`config.mk`:
```
export PLATFORM = sky130hd
export DESIGN_NAME = pipeline_ctrl
export DESIGN_NICKNAME = d
export VERILOG_FILES = /design/src/rtl/pipeline_ctrl.sv
export SDC_FILE = /design/constraint.sdc
export NUM_CORES = 1
export LEC_CHECK = 0
export ABC_AREA = 1
export CAP_MARGIN = 5
export CORE_MARGIN = 5
export CORE_UTILIZATION = 49
export DETAILED_ROUTE_END_ITERATION = 8
export PLACE_DENSITY = 0.84
export SLEW_MARGIN = 20
export SYNTH_ARGS = -nofsm -noshare
export SYNTH_HDL_FRONTEND = slang
export SYNTH_SLANG_ARGS = --single-unit
export TNS_END_PERCENT = 30
```
`constraint.sdc`:
```
create_clock -name clk -period 2.1 [get_ports clk]
set_input_delay 0.315 -clock clk [delete_from_list [all_inputs] [get_ports clk]]
set_output_delay 0.315 -clock clk [all_outputs]
set_load 0.02 [all_outputs]
```
`src/rtl/pipeline_ctrl.sv`:
```
// pipeline_ctrl -- hazard and sequencing controller for the 5-stage
// IF/ID/EX/MEM/WB pipeline.
//
// Keeps a shadow copy of the EX, MEM and WB instructions (destination,
// write enable, instruction class and, for forwarding, the EX sources).
// From these it derives the per-stage stall/flush controls, the EX operand
// forwarding selects, load-use bubbles, branch-redirect flushes and the
// start/wait sequencing of the multi-cycle MUL/DIV unit in EX.
//
// Build option: PCTRL_FWD_EN
//   defined   : EX operands are forwarded from EX/MEM and MEM/WB; only a
//               load-use dependency stalls ID.
//   undefined : forwarding selects are tied to 00 and any read-after-write
//               dependency on the EX or MEM instruction stalls ID until it
//               has reached WB (regfile write-through covers WB->ID).
//
// Ports
//   clk, arst_n              clock, asynchronous active-low reset
//   id_valid                 ID holds a valid instruction
//   id_rs1_addr/id_rs2_addr  ID source registers
//   id_rs1_used/id_rs2_used  ID actually reads rs1/rs2
//   id_rd_addr, id_wb_en     ID destination register and its write enable
//   id_is_load, id_is_mdu    ID instruction class
//   ex_branch_taken          EX resolved a taken branch/jump
//   mdu_done                 MUL/DIV result valid (1-cycle pulse)
//   if_stall, id_stall       hold PC + IF/ID, hold ID/EX source
//   if_flush, id_flush       IF/ID, ID/EX load a bubble
//   ex_stall                 hold EX/MEM source while MUL/DIV is busy
//   mdu_start                1-cycle start pulse to MUL/DIV
//   fwd_a_sel, fwd_b_sel     EX operand source: 00 regfile, 01 EX/MEM,
//                            10 MEM/WB
//   dbg_state                current controller state (debug observation)

module pipeline_ctrl #(
    parameter int DATA_WIDTH       = 32,
    parameter int REG_ADDR_W       = 5,
    parameter int RST_FLUSH_CYCLES = 2
) (
    input  logic                  clk,
    input  logic                  arst_n,
    input  logic                  id_valid,
    input  logic [REG_ADDR_W-1:0] id_rs1_addr,
    input  logic [REG_ADDR_W-1:0] id_rs2_addr,
    input  logic                  id_rs1_used,
    input  logic                  id_rs2_used,
    input  logic [REG_ADDR_W-1:0] id_rd_addr,
    input  logic                  id_wb_en,
    input  logic                  id_is_load,
    input  logic                  id_is_mdu,
    input  logic                  ex_branch_taken,
    input  logic                  mdu_done,
    output logic                  if_stall,
    output logic                  id_stall,
    output logic                  if_flush,
    output logic                  id_flush,
    output logic                  ex_stall,
    output logic                  mdu_start,
    output logic [1:0]            fwd_a_sel,
    output logic [1:0]            fwd_b_sel,
    output logic [1:0]            dbg_state
);

    // DATA_WIDTH has no datapath in this block; it only takes part in this
    // constant so the parameter can stay in the common core interface.
    localparam int CNT_W = (DATA_WIDTH > 0) ? 4 : 4;
    localparam logic [CNT_W-1:0] CNT_LAST = CNT_W'(RST_FLUSH_CYCLES - 1);

    typedef enum logic [1:0] {
        ST_RST_FLUSH = 2'd0,
        ST_RUN       = 2'd1,
        ST_MDU_BUSY  = 2'd2
    } state_e;

    state_e           state_q, state_d;
    logic [CNT_W-1:0] cnt_q, cnt_d;

    // EX shadow
    logic                  ex_valid_q, ex_valid_d;
    logic [REG_ADDR_W-1:0] ex_rd_q, ex_rd_d;
    logic                  ex_wb_en_q, ex_wb_en_d;
    logic                  ex_is_load_q, ex_is_load_d;
    logic                  ex_is_mdu_q, ex_is_mdu_d;
`ifdef PCTRL_FWD_EN
    logic [REG_ADDR_W-1:0] ex_rs1_q, ex_rs1_d;
    logic [REG_ADDR_W-1:0] ex_rs2_q, ex_rs2_d;
    logic                  ex_rs1_used_q, ex_rs1_used_d;
    logic                  ex_rs2_used_q, ex_rs2_used_d;
`endif

    // MEM shadow
    logic                  mem_valid_q, mem_valid_d;
    logic [REG_ADDR_W-1:0] mem_rd_q, mem_rd_d;
    logic                  mem_wb_en_q, mem_wb_en_d;

`ifdef PCTRL_FWD_EN
    // WB shadow is only a forwarding source; without forwarding the regfile
    // write-through already serves WB->ID.
    logic                  wb_valid_q, wb_valid_d;
    logic [REG_ADDR_W-1:0] wb_rd_q, wb_rd_d;
    logic                  wb_wb_en_q, wb_wb_en_d;
`endif

    // True when a shadow instruction writes a register that a consumer
    // actually reads. x0 is never a dependency.
    function automatic logic writes_src(input logic                  valid,
                                        input logic                  wb_en,
                                        input logic [REG_ADDR_W-1:0] rd,
                                        input logic [REG_ADDR_W-1:0] src,
                                        input logic                  used);
        return valid && wb_en && (rd != '0) && (rd == src) && used;
    endfunction

    logic id_dep_ex;
    logic hazard;
    logic mdu_in_ex;

    assign id_dep_ex = id_valid &&
        (writes_src(ex_valid_q, ex_wb_en_q, ex_rd_q, id_rs1_addr, id_rs1_used) ||
         writes_src(ex_valid_q, ex_wb_en_q, ex_rd_q, id_rs2_addr, id_rs2_used));

`ifdef PCTRL_FWD_EN
    assign hazard = id_dep_ex && ex_is_load_q;
`else
    logic id_dep_mem;
    assign id_dep_mem = id_valid &&
        (writes_src(mem_valid_q, mem_wb_en_q, mem_rd_q, id_rs1_addr, id_rs1_used) ||
         writes_src(mem_valid_q, mem_wb_en_q, mem_rd_q, id_rs2_addr, id_rs2_used));
    assign hazard = id_dep_ex || id_dep_mem;
`endif

    assign mdu_in_ex = ex_valid_q && ex_is_mdu_q;
    assign dbg_state = state_q;

    // MUL/DIV handshake: mdu_start is a single-cycle request issued while
    // the MUL/DIV instruction sits in EX; the unit answers with a
    // single-cycle mdu_done once the result is valid. Between the two the
    // front end and EX hold, and MEM receives bubbles. On the done cycle
    // EX releases and the normal hazard rules apply to the ID instruction.
    always_comb begin
        state_d   = state_q;
        cnt_d     = cnt_q;
        if_stall  = 1'b0;
        id_stall  = 1'b0;
        if_flush  = 1'b0;
        id_flush  = 1'b0;
        ex_stall  = 1'b0;
        mdu_start = 1'b0;

        unique case (state_q)
            ST_RST_FLUSH: begin
                if_flush = 1'b1;
                id_flush = 1'b1;
                if (cnt_q == CNT_LAST) begin
                    cnt_d   = '0;
                    state_d = ST_RUN;
                end else begin
                    cnt_d = cnt_q + 1'b1;
                end
            end
            ST_RUN: begin
                if (ex_branch_taken) begin
                    // Redirect wins over any stall; the wrong-path ID
                    // instruction becomes the EX bubble.
                    if_flush = 1'b1;
                    id_flush = 1'b1;
                end else if (mdu_in_ex) begin
                    // Start cycle already holds EX so the MUL/DIV
                    // instruction stays put while the unit works.
                    mdu_start = 1'b1;
                    if_stall  = 1'b1;
                    id_stall  = 1'b1;
                    ex_stall  = 1'b1;
                    state_d   = ST_MDU_BUSY;
                end else if (hazard) begin
                    if_stall = 1'b1;
                    id_stall = 1'b1;
                    id_flush = 1'b1;
                end
            end
            ST_MDU_BUSY: begin
                if (mdu_done) begin
                    state_d = ST_RUN;
                    if (hazard) begin
                        if_stall = 1'b1;
                        id_stall = 1'b1;
                        id_flush = 1'b1;
                    end
                end else begin
                    if_stall = 1'b1;
                    id_stall = 1'b1;
                    ex_stall = 1'b1;
                end
            end
            default: begin
                state_d = ST_RST_FLUSH;
                cnt_d   = '0;
            end
        endcase
    end

    // Forwarding selects: the younger producer (EX/MEM) has priority.
`ifdef PCTRL_FWD_EN
    always_comb begin
        fwd_a_sel = 2'b00;
        fwd_b_sel = 2'b00;
        if (ex_valid_q) begin
            if (writes_src(mem_valid_q, mem_wb_en_q, mem_rd_q, ex_rs1_q, ex_rs1_used_q))
                fwd_a_sel = 2'b01;
            else if (writes_src(wb_valid_q, wb_wb_en_q, wb_rd_q, ex_rs1_q, ex_rs1_used_q))
                fwd_a_sel = 2'b10;
            if (writes_src(mem_valid_q, mem_wb_en_q, mem_rd_q, ex_rs2_q, ex_rs2_used_q))
                fwd_b_sel = 2'b01;
            else if (writes_src(wb_valid_q, wb_wb_en_q, wb_rd_q, ex_rs2_q, ex_rs2_used_q))
                fwd_b_sel = 2'b10;
        end
    end
`else
    assign fwd_a_sel = 2'b00;
    assign fwd_b_sel = 2'b00;
`endif

    // Shadow advance mirrors what the stage registers do under the same
    // stall/flush controls. Invalidated entries are cleared entirely so no
    // stale field can produce a match.
    always_comb begin
        ex_valid_d   = ex_valid_q;
        ex_rd_d      = ex_rd_q;
        ex_wb_en_d   = ex_wb_en_q;
        ex_is_load_d = ex_is_load_q;
        ex_is_mdu_d  = ex_is_mdu_q;
`ifdef PCTRL_FWD_EN
        ex_rs1_d      = ex_rs1_q;
        ex_rs2_d      = ex_rs2_q;
        ex_rs1_used_d = ex_rs1_used_q;
        ex_rs2_used_d = ex_rs2_used_q;
`endif
        if (!ex_stall) begin
            if (id_valid && !id_stall && !id_flush) begin
                ex_valid_d   = 1'b1;
                ex_rd_d      = id_rd_addr;
                ex_wb_en_d   = id_wb_en;
                ex_is_load_d = id_is_load;
                ex_is_mdu_d  = id_is_mdu;
`ifdef PCTRL_FWD_EN
                ex_rs1_d      = id_rs1_addr;
                ex_rs2_d      = id_rs2_addr;
                ex_rs1_used_d = id_rs1_used;
                ex_rs2_used_d = id_rs2_used;
`endif
            end else begin
                ex_valid_d   = 1'b0;
                ex_rd_d      = '0;
                ex_wb_en_d   = 1'b0;
                ex_is_load_d = 1'b0;
                ex_is_mdu_d  = 1'b0;
`ifdef PCTRL_FWD_EN
                ex_rs1_d      = '0;
                ex_rs2_d      = '0;
                ex_rs1_used_d = 1'b0;
                ex_rs2_used_d = 1'b0;
`endif
            end
        end

        if (ex_stall) begin
            mem_valid_d = 1'b0;
            mem_rd_d    = '0;
            mem_wb_en_d = 1'b0;
        end else begin
            mem_valid_d = ex_valid_q;
            mem_rd_d    = ex_rd_q;
            mem_wb_en_d = ex_wb_en_q;
        end

`ifdef PCTRL_FWD_EN
        wb_valid_d = mem_valid_q;
        wb_rd_d    = mem_rd_q;
        wb_wb_en_d = mem_wb_en_q;
`endif
    end

    always_ff @(posedge clk or negedge arst_n) begin
        if (!arst_n) begin
            state_q      <= ST_RST_FLUSH;
            cnt_q        <= '0;
            ex_valid_q   <= 1'b0;
            ex_rd_q      <= '0;
            ex_wb_en_q   <= 1'b0;
            ex_is_load_q <= 1'b0;
            ex_is_mdu_q  <= 1'b0;
`ifdef PCTRL_FWD_EN
            ex_rs1_q      <= '0;
            ex_rs2_q      <= '0;
            ex_rs1_used_q <= 1'b0;
            ex_rs2_used_q <= 1'b0;
            wb_valid_q    <= 1'b0;
            wb_rd_q       <= '0;
            wb_wb_en_q    <= 1'b0;
`endif
            mem_valid_q  <= 1'b0;
            mem_rd_q     <= '0;
            mem_wb_en_q  <= 1'b0;
        end else begin
            state_q      <= state_d;
            cnt_q        <= cnt_d;
            ex_valid_q   <= ex_valid_d;
            ex_rd_q      <= ex_rd_d;
            ex_wb_en_q   <= ex_wb_en_d;
            ex_is_load_q <= ex_is_load_d;
            ex_is_mdu_q  <= ex_is_mdu_d;
`ifdef PCTRL_FWD_EN
            ex_rs1_q      <= ex_rs1_d;
            ex_rs2_q      <= ex_rs2_d;
            ex_rs1_used_q <= ex_rs1_used_d;
            ex_rs2_used_q <= ex_rs2_used_d;
            wb_valid_q    <= wb_valid_d;
            wb_rd_q       <= wb_rd_d;
            wb_wb_en_q    <= wb_wb_en_d;
`endif
            mem_valid_q  <= mem_valid_d;
            mem_rd_q     <= mem_rd_d;
            mem_wb_en_q  <= mem_wb_en_d;
        end
    end

endmodule

```
* After elaboration in Yosys (flattened, before gate mapping) *
Index checks and enable logic that the tools add are counted.

word-level totals
  register bits after elaboration = 21
  bits in latches = 0
  memory bits (writable) = 0
  memory bits (read-only) = 0
  input port bits = 25
  output and inout bits = 12
  word-level logic and storage cells = 78
  memories kept = 0

cells by class
  $add $sub $neg = 1
  multipliers = 0
  div/mod/pow operators = 0
  $lt $le $gt $ge = 0
  equality and inequality tests = 11
  shifts and indexed selects = 0
  muxes and demuxes = 30
  bitwise gates (word level) = 0
  reductions and logical operators = 27

operator list
  cell                                           count
  == test 5 bit                                  4
  logical AND 1 bit                              17
  2-to-1 mux 1 bit                               17
  2-to-1 mux 5 bit                               2
  nonzero test 5 bit                             2
  2-to-1 mux 2 bit                               4
  inequality test 2 bit, second input constant   4
  one-hot mux 4 bit (2 select lines)             1
  one-hot mux 1 bit (2 select lines)             3
  one-hot mux 2 bit (3 select lines)             1
  adder 4 x 1 -> 4 bit, second input constant    1
  == test 4 x 1 -> 1 bit, second input constant  1
  2-to-1 mux 4 bit                               1
  AND reduction 4 bit                            1
  logical OR 1 bit                               3
  one-hot mux 1 bit (3 select lines)             1
  == test 2 x 1 -> 1 bit, second input constant  1
  == test 2 bit, second input constant           1
  logical NOT 1 bit                              2
  logical NOT 2 bit                              1
  OR reduction 2 bit                             1

* Depth between registers and ports, before layout *
Gate-level depths: netlist of run 1.

  word-level depth = 15
  depth in mapped cells = 13

* Worst setup path after synthesis of run 1 *
Ideal clock, no wire load.

  path type = reg-to-output
  start = register state_q[1] (netlist: dbg_state[1])
  end = output port if_stall
  data arrival time = 1642 ps
  required time = 1785 ps
  path slack = 143 ps
  stages on the path, launching flop included = 9
  cell sequence = dfrtp_1 -> inv_1 -> ha_1 -> inv_1 -> or2_1 -> o21ai_0 -> nand2_1 -> nand2_2 -> buf_4

on the way
  cells in the longest elaborated chain, start to end = 2
  elaborated cells between the ends (all ways) = 3
  classes of those cells = eq/ne: 2; mux: 1

ends and longest elaborated chain
  element                                                         line  source
  from (decl)                                                     74    state_e state_q, state_d;
  from (signal assigned)                                          304   state_q <= state_d;
  == test 2 bit / == test 2 x 1 -> 1 bit (equally long branches)  --
  one-hot mux 1 bit (2 select lines) (*)                          --
  to (decl)                                                       52    output logic if_stall,

Mark *: on every way between the ends. The rest lies on a longest branch, timed or not.

* Final worst setup path of run 1 *
  start = register state_q[1] (netlist: dbg_state[1])
  end = output port ex_stall

on the way
  cells in the longest elaborated chain, start to end = 2
  elaborated cells between the ends (all ways) = 3
  classes of those cells = eq/ne: 2; mux: 1

ends and longest elaborated chain
  element                                                         line  source
  == test 2 bit / == test 2 x 1 -> 1 bit (equally long branches)  149   unique case (state_q)
  one-hot mux 1 bit (2 select lines) (*)                          149
  to (decl)                                                       56    output logic ex_stall,

Marked as above.

==> results.py, run 1 <==
metrics = {
    "final_layout": {
        "fill_cells": 233,
        "register_area_um2": 529,
        "final_nets": 306,
        "drive_gt1_share_pct": 20.8,
        "multi_input_area_um2": 791,
        "area_delta_synth_final_pct": 39.9,
        "antenna_cells": 0,
    },
    "critical_path": {
        "crit_arrival_ns": 1.76,
        "r2r-start": "dbg_state[0]",
        "worst-setup-path-type": "register to primary output",
        "cp.required_ns": 1.78,
        "critPathBufInv": 5,
        "slowest_stage": "dfrtp_1",
        "worstPathCellList": "inv_2 -> ha_4 -> inv_2 -> or2_4 -> o21ai_1 -> nand2_1 -> buf_6 -> inv_4 -> buf_6",
        "worstPathMaxFanout": 3,
        "end_kind": "primary output",
        "reg2reg_to": "ex_valid_q",
        "reg2reg_depth": 10,
        "r2r_slack_ns": 0.30,
        "cpLargestDelayFamily": "flip-flops",
        "startpoint_type": "register",
        "slowest_delay_ns": 0.41,
    },
    "grt": {
        "overflow": 0,
        "grt_pass1_wl_um": 6040,
        "antenna_found_initial": 0,
        "grt_start_max_net_pins": 22,
        "grt_pass1_vias": 1401,
        "grt_usage_pct": 18.1,
    },
    "floorplan": {
        "fp.coreArea_um2": 2780,
        "ios": 37,
        "die_height_um": 64.3,
        "num_rows": 19,
        "die_width_um": 64.3,
        "dieArea_um2": 4140,
        "floorplan.initialDensity_pct": 52.0,
    },
    "timing": {
        "finalSetupViolCount": 0,
        "fin_ws_ns": 0.0227,
        "finalMaxSlewViolations": 0,
        "period_needed_ns": 2.08,
        "fin_crit_sh_pct": 98.9,
        "fin_skew_ns": 0.00208,
        "rsz0062_at_grt": "yes",
        "finalSetupTns_ns": 0,
        "fmax_mhz": 481,
        "holdWs_ns": 0.325,
        "hold_viol_final": 0,
    },
    "clock_tree": {
        "cts_root_buf": "clkbuf_4",
        "clkLatencyLatePin_ns": 0.31,
        "clockBufferDepth": 2,
        "cts_sinks": 21,
        "cts_tree": "done",
        "clk_pin_slew_ns": 0.12,
        "htree_levels": 1,
        "cts-buffers-inserted": 3,
    },
    "pwr": {
        "power.density_nw_per_um2": 1020,
        "p_leak_nw": 1.19,
        "total_power_w": 0.00205,
        "ir_drop_v": 0.00109,
    },
    "synthesis": {
        "ys_ff_latch": 21,
        "synthArstFlopShare_pct": 100,
        "synth_top_area_share_pct": 36.4,
        "synth_top_cells_by_area": "dfrtp_1 36%, nand2_1 22%, inv_1 7.8%, nor2_1 7.3%, nand3_1 5.5%",
        "avgSynthCellArea_um2": 6.54,
        "synth_edf_count": 0,
        "synth_most_common_cell": "nand2_1",
        "ys.flop_type": "dfrtp_1",
        "netlist_area_um2": 1450,
        "synthCells": 221,
        "ys_seq_area_share_pct": 36.4,
        "synth_common_cells": "85 x nand2_1, 30 x inv_1, 28 x nor2_1, 21 x dfrtp_1, 16 x nand3_1",
        "yosysTopAreaCell": "dfrtp_1",
        "ys_warn_count": 0,
        "synth.distinct_cells": 21,
    },
    "job": {
        "cap_violations": 0,
    },
    "drt": {
        "drtIter0Drc": 111,
        "wl_per_cell_um": 12.2,
        "ant_nets": 0,
        "viasPerCell": 4.91,
        "drtPass1Iterations": 4,
        "drc_errors": 0,
        "vias": 1499,
        "drt_wl_total_um": 3720,
    },
    "placement": {
        "port_buffers": 31,
        "pre_cts_slack_ns": -0.466,
        "globalplace.congestion": 0.925,
        "dp_hpwl_um": 2740,
    },
    "worst_hold_path": {
        "hold_path.class": "input port to asynchronous set/reset pin",
    },
    "status": {
        "status": "completed",
    },
}
[worst reg2reg max path, cell delays in order, from the launching register on]
cell	delay, ns
dfrtp_1	0.45
inv_1	0.09
ha_1	0.25
nand2_1	0.13
o21ai_1	0.08
nand2_1	0.15
nand2_2	0.10
buf_4	0.16
nor2_8	0.13
nand2_1	0.09
o21ai_1	0.10
[per-stage QoR]
| stage | area (µm²) | util [%] | std cells |
|---|---|---|---|
| 6_report | 2020 | 72.7 | 305 |
| 5_1_grt | 2020 | 72.7 | 305 |
| 4_1_cts | 1910 | 68.8 | 302 |
| 3_5_place_dp | 1890 | 68.0 | 298 |
| 3_3_place_gp | 1890 | 68.0 | 298 |
| 2_1_floorplan | 1460 | - | 224 |
[how the worst max path moves through the flow]
stage / startpoint / to / slack (ns) / cells after the start
after global placement: id_rs1_addr[3] / id_flush / -0.47 / 14
after CTS: dbg_state[1] / id_stall / -0.15 / 8
after floorplan: dbg_state[1] / if_stall / 0.14 / 8
final: dbg_state[1] / ex_stall / 0.02 / 9
after global routing: ex_rd_q[3] / id_flush / -0.07 / 13
after detailed placement: id_rs1_addr[3] / id_flush / -0.47 / 14
[cell usage in the layout, fill, tap and decap left out]
cell              n
buf_6             4
nand3_2           1
nor2_2            5
clkbuf_4          3
nand2_1          82
o21ai_0           4
dfrtp_2           3
nand3_1          15
dfrtp_1          18
buf_4            21
inv_2             9
ha_4              1
xor2_1            2
or2_4             1
a21oi_2           1
o21ai_1           3
clkdlybuf4s50_1  15
nand2_4           1
a21oi_1           2
nand2_2           4
clkinvlp_4        1
nor2_1           23
nand4_1           4
dlymetal6s2s_1   10
nor2_8            1
inv_1            26
ha_1              5
o22ai_1           1
conb_1            4
mux2i_1           1
inv_4             1
dlygate4sd2_1     2
[flip-flops by register name, summed over array words and instances (netlist names)]
name	cells
ex_rd_q	5
mem_rd_q	5
cnt_q	4
dbg_state	2
ex_is_mdu_q	1
ex_valid_q	1
ex_wb_en_q	1
mem_valid_q	1
mem_wb_en_q	1
[metal layers]
metal | global-route usage [%] | routed length [µm] | up-vias
li1 | - | - | 771
met1 | 21.3 | 1570 | 679
met2 | 33.5 | 1940 | 44
met3 | 2.98 | 182 | 5
met4 | 4.58 | 37 | 0
met5 | 0 | 0 | -
[area by class of cell]
| type | count | share of cell area [%] |
|---|---|---|
| clock inverters | 1 | 0.371 |
| multi-input cells | 161 | 39.1 |
| repair buffers | 52 | 24.5 |
| flip-flops and latches | 21 | 26.2 |
| well taps | 31 | 1.92 |
| clock buffers | 3 | 1.11 |
| inverters | 36 | 6.81 |
[kinds of logic after synthesis]
group,after synthesis,share of synthesized area [%]
AO/OA/AOI/OAI,11,3.90
XOR/XNOR,2,1.21
adder cells (fa/ha/maj),6,5.19
buffers and inverters,42,12.7
flip-flops,21,36.4
multiplexers,1,0.693
other,1,0.259
AND/OR/NAND/NOR,137,39.7
[report_power, final]
group | leakage (nW) | internal (W) | switching, W
clock | 0.0139 | 0.0000728 | 0.000131
sequential | 0.275 | 0.000527 | 0.000118
combinational | 0.904 | 0.000535 | 0.000668
total | 1.19 | 0.00114 | 0.000917
[repair_timing]
action | in CTS | in global routing
endpoints found under the setup margin | 6 | 5
hold buffers | 0 | 0
resized for setup | 20 | 39
buffers inserted | 0 | 3
pin swaps | 0 | 8
(Power assumes the default switching activity.)
==> run 2: changes to the inputs <==
--- a/config.mk
+++ b/config.mk
@@ -8,9 +8,9 @@
 export ABC_AREA = 1
 export CAP_MARGIN = 5
 export CORE_MARGIN = 5
-export CORE_UTILIZATION = 49
+export CORE_UTILIZATION = 34
 export DETAILED_ROUTE_END_ITERATION = 8
-export PLACE_DENSITY = 0.84
+export PLACE_DENSITY = 0.63
 export SLEW_MARGIN = 20
 export SYNTH_ARGS = -nofsm -noshare
 export SYNTH_HDL_FRONTEND = slang
==> results.py, run 2 (synthesis results as in run 1) <==
metrics = {
    "clock_tree": {
        "cts_tree": "done",
        "clockBufferDepth": 2,
        "cts-buffers-inserted": 3,
        "htree_levels": 1,
        "ctsHoldBuffers": 0,
        "clk_pin_slew_ns": 0.07,
        "clkLatencyLatePin_ns": 0.26,
        "cts_root_buf": "clkbuf_8",
        "cts_sinks": 21,
    },
    "critical_path": {
        "crit_arrival_ns": 1.70,
        "startpoint_type": "input port",
        "reg2reg_depth": 14,
        "worstPathMaxFanout": 3,
        "worst-setup-path-type": "input port to primary output",
        "cp.required_ns": 1.78,
        "end_kind": "primary output",
    },
    "placement": {
        "globalplace.congestion": 0.850,
        "dp_cells": 323,
        "dpl_cell_area_um2": 1960,
        "port_buffers": 31,
        "dp_hpwl_um": 2740,
        "pre_cts_slack_ns": -0.491,
    },
    "grt": {
        "overflow": 0,
        "grt_pass1_wl_um": 5440,
        "grt_usage_pct": 12.6,
        "antenna_found_initial": 0,
        "grt_pass1_vias": 1259,
        "grt_start_max_net_pins": 22,
    },
    "final_layout": {
        "final_nets": 311,
        "final_cells": 329,
        "area_delta_synth_final_pct": 43.5,
        "fill_cells": 416,
        "multi_input_area_um2": 783,
        "drive_gt1_share_pct": 20.4,
        "layout_common_cells": "80 x nand2_1, 27 x inv_1, 27 x buf_4",
        "reg.largest.list": "ex_rd_q (5), mem_rd_q (5), cnt_q (4)",
        "antenna_cells": 0,
        "final_area_um2": 2070,
        "mostFrequentLayoutCell": "nand2_1",
        "register_area_um2": 527,
    },
    "timing": {
        "fmax_mhz": 497,
        "period_needed_ns": 2.01,
        "hold_viol_final": 0,
        "finalSetupViolCount": 0,
        "finalSetupTns_ns": 0,
        "finalMaxSlewViolations": 0,
        "fin_crit_sh_pct": 95.9,
        "fin_skew_ns": 0.00184,
        "rsz0062_at_grt": "yes",
        "fin_ws_ns": 0.0869,
    },
    "drt": {
        "wl_per_cell_um": 10.3,
        "vias": 1433,
        "drc_errors": 0,
        "drtIter0Drc": 37,
        "ant_nets": 0,
        "drtPass1Iterations": 4,
        "drt_wl_total_um": 3380,
        "viasPerCell": 4.36,
    },
    "status": {
        "status": "completed",
    },
    "pwr": {
        "total_power_w": 0.00208,
        "switching_share_pct": 41.9,
        "comb_power_share_pct": 56.6,
        "p_seq_share_pct": 30.6,
        "p_leak_nw": 1.23,
        "power.density_nw_per_um2": 1000,
        "internal_power_w": 0.00121,
        "ir_drop_v": 0.000468,
        "clkPwrFrac_pct": 12.8,
        "netSwitchingPower_w": 0.000873,
    },
    "floorplan": {
        "dieArea_um2": 5650,
        "fp.coreArea_um2": 4060,
        "floorplan.initialDensity_pct": 35.6,
        "num_rows": 23,
        "die_width_um": 75.2,
        "ios": 37,
        "die_height_um": 75.2,
    },
    "worst_hold_path": {
        "hold_path.class": "input port to asynchronous set/reset pin",
    },
    "job": {
        "cap_violations": 0,
    },
}
run 2: changes by cell type in the layout (fill, tap and decap cells not counted), sizes merged:
cell,before,now
buf,25,30
clkbuf,3,5
clkdlybuf4s15,0,1
clkinvlp,1,0
dlygate4sd2,2,0
run 2: per-layer routing:
metal	vias to the layer above	GRT usage, %	share of wire [%]
met5	-	0	0
met4	0	4.85	1.0
met3	4	1.87	7.4
met2	38	19.2	44
met1	612	18.1	47
li1	779	-	-
run 2: worst max-delay path: stages:
cell             delay, ns
clkdlybuf4s50_1       0.50
nand2_1               0.07
nor2_2                0.11
nand3_1               0.08
nand2_1               0.07
nand3_1               0.07
nand2_1               0.10
buf_4                 0.12
nand2_2               0.05
nand2_4               0.09
buf_6                 0.12
run 2: path summary, 6_finish.rpt:
check / start / to / slack, ns
max in group asynchronous: arst_n / ex_rd_q[0] / 1.49
min in group clk: ex_is_mdu_q / ex_is_mdu_q / 0.49
hold reg to reg: ex_is_mdu_q / ex_is_mdu_q / 0.49
setup / recovery: id_rs1_used / if_stall / 0.09
setup reg to reg: mem_rd_q[4] / ex_rd_q[1] / 0.30
hold / removal: arst_n / dbg_state[1] / 0.38
run 2: through the flow:
stage	utilization [%]	hold WS, ns
after floorplan	-	0.0194
after global placement	48.3	0.463
after detailed placement	48.3	0.465
after CTS	49.2	0.394
after global routing	51.1	0.410
final	51.1	0.384
run 2: layout make-up:
class,count,area share (%)
multi-input cells,161,37.8
flip-flops and latches,21,25.4
repair buffers,57,25.1
inverters,36,6.52
well taps,50,3.02
clock buffers,4,2.17
run 2: repair_timing:
item,in CTS,in global routing
setup endpoints to repair,6,6
setup buffers,0,2
resized for setup,11,42
pin swaps,1,13
run 2: power by group through the flow:
stage	Combinational, W	Clock, W	Sequential, W
finish	0.00118	0.000267	0.000637
detailed placement	0.00115	0	0.000642
global placement	0.00114	0	0.000639
CTS	0.00114	0.000275	0.000634
floorplan	0.000621	0	0.000641
global route	0.00132	0.000288	0.000655
==> run 3: changes to the inputs <==
--- a/config.mk
+++ b/config.mk
@@ -10,9 +10,10 @@
 export CORE_MARGIN = 5
 export CORE_UTILIZATION = 34
 export DETAILED_ROUTE_END_ITERATION = 8
+export MAX_ROUTING_LAYER = met4
 export PLACE_DENSITY = 0.63
 export SLEW_MARGIN = 20
 export SYNTH_ARGS = -nofsm -noshare
 export SYNTH_HDL_FRONTEND = slang
 export SYNTH_SLANG_ARGS = --single-unit
-export TNS_END_PERCENT = 30
+export TNS_END_PERCENT = 10
==> results.py, run 3 (synthesis results as in run 1) <==
metrics = {
    "status": {
        "status": "completed",
    },
    "pwr": {
        "p_leak_nw": 1.23,
        "ir_drop_v": 0.000468,
        "total_power_w": 0.00208,
        "power.density_nw_per_um2": 1000,
    },
    "floorplan": {
        "die_width_um": 75.2,
        "num_rows": 23,
        "ios": 37,
        "floorplan.initialDensity_pct": 35.6,
        "fp.coreArea_um2": 4060,
        "die_height_um": 75.2,
        "dieArea_um2": 5650,
    },
    "final_layout": {
        "mostFrequentLayoutCell": "nand2_1",
        "final_nets": 311,
        "fin_util_pct": 51.1,
        "drive_gt1_share_pct": 20.4,
        "reg.largest.list": "ex_rd_q (5), mem_rd_q (5), cnt_q (4)",
        "layout_common_cells": "80 x nand2_1, 27 x inv_1, 27 x buf_4",
        "area_delta_synth_final_pct": 43.5,
        "antenna_cells": 0,
    },
    "timing": {
        "holdWs_ns": 0.384,
        "rsz0062_at_grt": "yes",
        "finalMaxSlewViolations": 0,
        "finalSetupViolCount": 0,
        "hold_viol_final": 0,
        "fin_crit_sh_pct": 95.9,
        "period_needed_ns": 2.01,
        "fin_skew_ns": 0.00208,
        "fin_ws_ns": 0.0866,
        "fmax_mhz": 497,
    },
    "drt": {
        "drc_errors": 0,
        "drtPass1Iterations": 4,
        "vias": 1431,
        "viasPerCell": 4.35,
        "drt_wl_total_um": 3390,
        "drtIter0Drc": 37,
        "ant_nets": 0,
        "wl_per_cell_um": 10.3,
    },
    "placement": {
        "dp_hpwl_um": 2740,
        "globalplace.congestion": 0.863,
        "pre_cts_slack_ns": -0.491,
        "port_buffers": 31,
    },
    "clock_tree": {
        "cts_tree": "done",
        "cts_root_buf": "clkbuf_8",
        "clkLatencyLatePin_ns": 0.26,
        "clk_pin_slew_ns": 0.07,
        "clockBufferDepth": 2,
        "cts_sinks": 21,
        "htree_levels": 1,
        "cts-buffers-inserted": 3,
    },
    "grt": {
        "grt_usage_pct": 13.0,
        "grt_pass1_wl_um": 5440,
        "grt_start_max_net_pins": 22,
        "antenna_found_initial": 0,
        "grt_pass1_vias": 1259,
        "overflow": 0,
    },
    "critical_path": {
        "r2r_slack_ns": 0.32,
        "slowest_delay_ns": 0.50,
        "cp_common_cell": "nand2_1",
        "cp.required_ns": 1.78,
        "worst-setup-path-type": "input port to primary output",
        "worstPathCellList": "clkdlybuf4s50_1 -> nand2_1 -> nor2_2 -> nand3_1 -> nand2_1 -> nand3_1 -> nand2_1 -> buf_4 -> nand2_2 -> nand2_4 -> buf_6",
        "r2r-start": "mem_rd_q[4]",
        "startpoint": "id_rs1_used",
        "worstPathMaxFanout": 3,
        "end_kind": "primary output",
        "startpoint_type": "input port",
        "crit_arrival_ns": 1.70,
        "slowest_stage": "clkdlybuf4s50_1",
    },
    "job": {
        "cap_violations": 0,
    },
    "worst_hold_path": {
        "hold_path.class": "input port to asynchronous set/reset pin",
    },
}
-- run 3: area by class of cell --
type | count | area (µm²)
Multi-Input combinational cell | 161 | 783
Fill cell | 416 | 1980
Tap cell | 50 | 62.6
Inverter | 36 | 135
Timing Repair Buffer | 57 | 520
Clock buffer | 4 | 45.0
Sequential cell | 21 | 527
-- run 3: critical path: cells and delay by family --
kind                   cells  cell delay (ns)
buffers and inverters      3             0.74
AND/OR/NAND/NOR            8             0.64
-- run 3: layer usage --
layer | up-vias | share of wire [%] | global-route usage [%]
li1 | 779 | - | -
met1 | 609 | 48 | 18.1
met2 | 35 | 44 | 19.2
met3 | 8 | 6.8 | 1.87
met4 | 0 | 1.7 | 4.85
met5 | - | 0 | -
-- run 3: power by group --
part,switching (W),internal [W]
sequential,0.000111,0.000526
clock,0.000133,0.000135
combinational,0.000630,0.000549
-- run 3: repair_timing --
action                                  4_1_cts  5_1_grt
hold buffers                                  0        0
endpoints found under the setup margin        6        6
buffers inserted                              0        2
resized for setup                            11       42
gates cloned                                  0        0
pin swaps                                     1       13
-- run 3: worst paths after layout --
| kind | endpoint | depth (start not counted) |
|---|---|---|
| worst min-delay path | dbg_state[1] | 2 |
| worst max-delay path | if_stall | 11 |
| max in group asynchronous | ex_rd_q[0] | 2 |
| min in group clk | ex_is_mdu_q | 2 |
| worst max register to register | ex_rd_q[1] | 14 |
| worst min register to register | ex_is_mdu_q | 2 |
-- run 3: stage by stage --
step | cell area [µm²] | instances | setup TNS, ns
2_1_floorplan | 1460 | 224 | 0
3_3_place_gp | 1960 | 323 | -1.69
3_5_place_dp | 1960 | 323 | -1.67
4_1_cts | 2000 | 327 | -0.645
5_1_grt | 2070 | 329 | -0.0450
6_report | 2070 | 329 | 0
==> patch 1: new RTL, flow settings as in run 2 <==
`mem_rd_q` no longer has a reset.
--- a/src/rtl/pipeline_ctrl.sv
+++ b/src/rtl/pipeline_ctrl.sv
@@ -300,3 +300,2 @@
             mem_valid_q  <= 1'b0;
-            mem_rd_q     <= '0;
             mem_wb_en_q  <= 1'b0;
@@ -320,3 +319,2 @@
             mem_valid_q  <= mem_valid_d;
-            mem_rd_q     <= mem_rd_d;
             mem_wb_en_q  <= mem_wb_en_d;
@@ -325,2 +323,6 @@
 
+    always_ff @(posedge clk) begin
+        mem_rd_q <= mem_rd_d;
+    end
+
 endmodule
Behaviour: same outputs for any inputs over 10 cycles, from zero or initial values and one cycle with arst_n low; that may be too few to reach the edited logic, so the function may still have changed.
==> patch 1 against run 2 <==
Power decreased by 2.7%. Fmax up 1.1%. Area after synthesis shrank 1.6%. Wire length is 0.24% lower. Critical path type is now flip-flop to output port. Sequential cell count unchanged. Setup slack better by 0.021 ns. Sequential share of layout area shrank 0.22 points. Combinational power is 3% lower. Critical path depth is 3 lower. Register-to-register slack improved by 0.13 ns. Final area fell by 3.9%. Non-clock buffer count shrank 5. Critical endpoint is now ex_stall. Highest routed layer unchanged.
==> patch 1: results (changes against run 2) <==
[outcome]
run_status=complete, no violations

[place]
area_after_dpl_sq_um=1900  ; -2.9%
pre_cts_slack_ns=-0.485  ; +0.00617 ns

[finish]
seq_share_pct=25.2  ; -0.22 points
fill_cells=419  ; +0.72%
area_occupied_by_multi_input_gates_sq_um=776  ; -0.96%
layout.cells.non_filler=324  ; -1.5%
area_share_clock_buf_inv_pct=2.32  ; +0.15 points
nNonClkBuffers=52  ; -8.8%
nClkBuffers=3  ; -1
buffer_area_share_pct=23.6  ; -1.5 points
post_route_cells_drive_above_1_share_pct=17.5  ; -2.9 points

[timing]
skew_ns=0.00597  ; +0.00413 ns

[power]
vdd_ir_drop_max_uv=574  ; +23%
netSwitchingFraction_pct=42.1  ; +0.17 points
power.leakage_nw=1.18  ; -4.3%
share_comb_of_total_power_pct=56.3  ; -0.3 points
internal-power_w=0.00117  ; -3.0%
power_sequential_w=0.000622  ; -2%

[global_routing]
groute.usage.overall_pct=12.8  ; +0.14 points
vias_in_the_first_global_route=1295  ; +2.9%

[setup_path]
critPathTopFamily=flip-flops
cpMaxStageDelayCell=sky130_fd_sc_hd__dfrtp_1
critical_path_arrival_ns=1.68  ; -0.02 ns
timing.critical_path.from=dbg_state[1]
timing.rr.end=ex_valid_q

[yosys]
synthMuxAreaShare_pct=0.704  ; +0.011 points
synth_common_cells=sky130_fd_sc_hd__nand2_1 (84), sky130_fd_sc_hd__inv_1 (30), sky130_fd_sc_hd__nor2_1 (28)
synth.area.top_cells=sky130_fd_sc_hd__dfrtp_1 (28%), sky130_fd_sc_hd__nand2_1 (22%), sky130_fd_sc_hd__inv_1 (7.9%)
seq_area_frac_synth_pct=35.2  ; -1.2 points
post_synth_fa_ha_maj_area_fraction_pct=5.28  ; +0.082 points
syn_area_sq_um=1420  ; -1.6%

[route]
drt-wirelength-per-cell_um=10.4  ; +1.3%
first_iter_violations=56  ; +51%

## patch 1: changes by cell type in the layout (fill, tap and decap cells not counted), sizes merged, moves of 2 or more
| cell | before | now |
|---|---|---|
| buf | 30 | 25 |
| dfxtp | 0 | 5 |
| dfrtp | 21 | 16 |
| dlygate4sd2 | 0 | 2 |
## patch 1: routing by layer
metal  routed length (um)  GRT usage (%)  part of all wire [%]
met4                   63           5.34                   1.9
met2                 1480           20.4                    44
met3                  244           2.40                   7.2
met5                    0              0                     0
met1                 1580           17.0                    47
## patch 1: how the worst max path moves through the flow
stage	end	slack (ns)
final	ex_stall	0.11
after global routing	id_flush	-0.007
after CTS	ex_stall	-0.04
after detailed placement	id_flush	-0.49
after global placement	id_flush	-0.50
after floorplan	if_stall	0.17
## patch 1: repair_timing
action	in CTS	in global routing
resized for setup	19	22
setup endpoints to repair	6	5
buffers inserted	0	2
pin swaps	0	6
==> patch 2: new RTL, settings of run 2 <==
Made on the original files. Add a define of `PCTRL_FWD_EN`.
--- a/src/rtl/pipeline_ctrl.sv
+++ b/src/rtl/pipeline_ctrl.sv
@@ -33,2 +33,4 @@
 
+`define PCTRL_FWD_EN
+
 module pipeline_ctrl #(
Function: changed (a bounded check fails within 4 cycles, from zero or initial values and one cycle with arst_n low).
==> patch 2 against run 2 <==
Cell count increased by 34%. Die area increased by 49%. Setup slack got worse by 0.035 ns. Largest power group unchanged. Wire length increased by 61%. Critical endpoint is now ex_rs1_q[1]. Power increased by 78%. Count of clock-buffer cells in the layout increased by 2. Sequential cell count increased by 20. Final area increased by 44%. Area after synthesis increased by 58%.
==> patch 2: results (changes against run 2) <==
[outcome]
run_status=complete, no violations

[place]
gp_routability_congestion=0.870  ; +2.3%
io_buffers=36  ; +16%

[setup_path]
regToRegSetupSlack_ns=0.05  ; -0.25 ns
critPathTopFamily=simple AND/OR/NAND/NOR gates
critPathMaxStageDelay_ns=0.41  ; -0.09 ns
critPathMaxFanout=21  ; +18
worstSetupStartpointType=flip-flop

[yosys]
synthMuxAreaShare_pct=0  ; -0.69 points
synth.area.top_cells=sky130_fd_sc_hd__dfrtp_1 (45%), sky130_fd_sc_hd__nand2_1 (16%), sky130_fd_sc_hd__inv_1 (6.4%)
post_synth_fa_ha_maj_area_fraction_pct=3.29  ; -1.9 points
synth_common_cells=sky130_fd_sc_hd__nand2_1 (98), sky130_fd_sc_hd__dfrtp_1 (41), sky130_fd_sc_hd__inv_1 (39)
seq_area_frac_synth_pct=45.0  ; +8.7 points
synth_xor_area_share_pct=3.84  ; +2.6 points

[global_routing]
grt_util_met2_pct=22.5  ; +3.3 points
grt_first_pass_wirelength_um=9510  ; +75%
gr-usage-met3_pct=2.95  ; +1.1 points
met1_usage_pct=18.6  ; +0.47 points

[finish]
n_sequential_cell=41  ; +95%
fill_cells=629  ; +51%
buffer_area_share_pct=17.3  ; -7.8 points
area_share_clock_buf_inv_pct=4.02  ; +1.8 points
nClkBuffers=6  ; +2
multi_input_logic_portion_of_the_cell_area_pct=35.7  ; -2.1 points
nNonClkBuffers=62  ; +8.8%
multi_input_gates=209  ; +30%

[timing]
hold-worst-slack_ns=0.0743  ; -0.310 ns
skew_ns=0.0113  ; +0.00945 ns

[power]
vdd_ir_drop_max_uv=523  ; +12%

[clocking]
cts_repair_resize_count=33  ; +22
numCtsBuffers=5  ; +2
cts.htree.levels=2  ; +1

[route]
first_iter_violations=150  ; +310%

## patch 2: changes by cell type after synthesis, moves of 7 or more
cell	change
sky130_fd_sc_hd__nand3_1	+12
sky130_fd_sc_hd__dfrtp_1	+20
sky130_fd_sc_hd__inv_1	+9
sky130_fd_sc_hd__xnor2_1	+7
sky130_fd_sc_hd__nand2_1	+13
## patch 2: where the power goes
part	internal [W]	switching (W)
clock network	0.000387	0.000282
registers	0.00105	0.000256
logic	0.000726	0.00101
total	0.00217	0.00155
## patch 2: per-layer routing
layer  part of all wire, %  vias to the layer above
li1                      -                     1066
met1                    47                      938
met2                    48                       44
met3                   4.3                        4
met4                  0.70                        0
met5                     0                        -
## patch 2: through the flow
step / util, % / instances / setup slack, ns / instance area [sq um]
after floorplan: - / 300 / 0.237 / 2280
after global placement: 44.6 / 432 / -0.353 / 2860
after detailed placement: 44.6 / 432 / -0.357 / 2860
after CTS: 46.6 / 440 / -0.00947 / 2990
after global routing: 46.5 / 440 / -0.0838 / 2990
final: 46.5 / 440 / 0.0518 / 2990
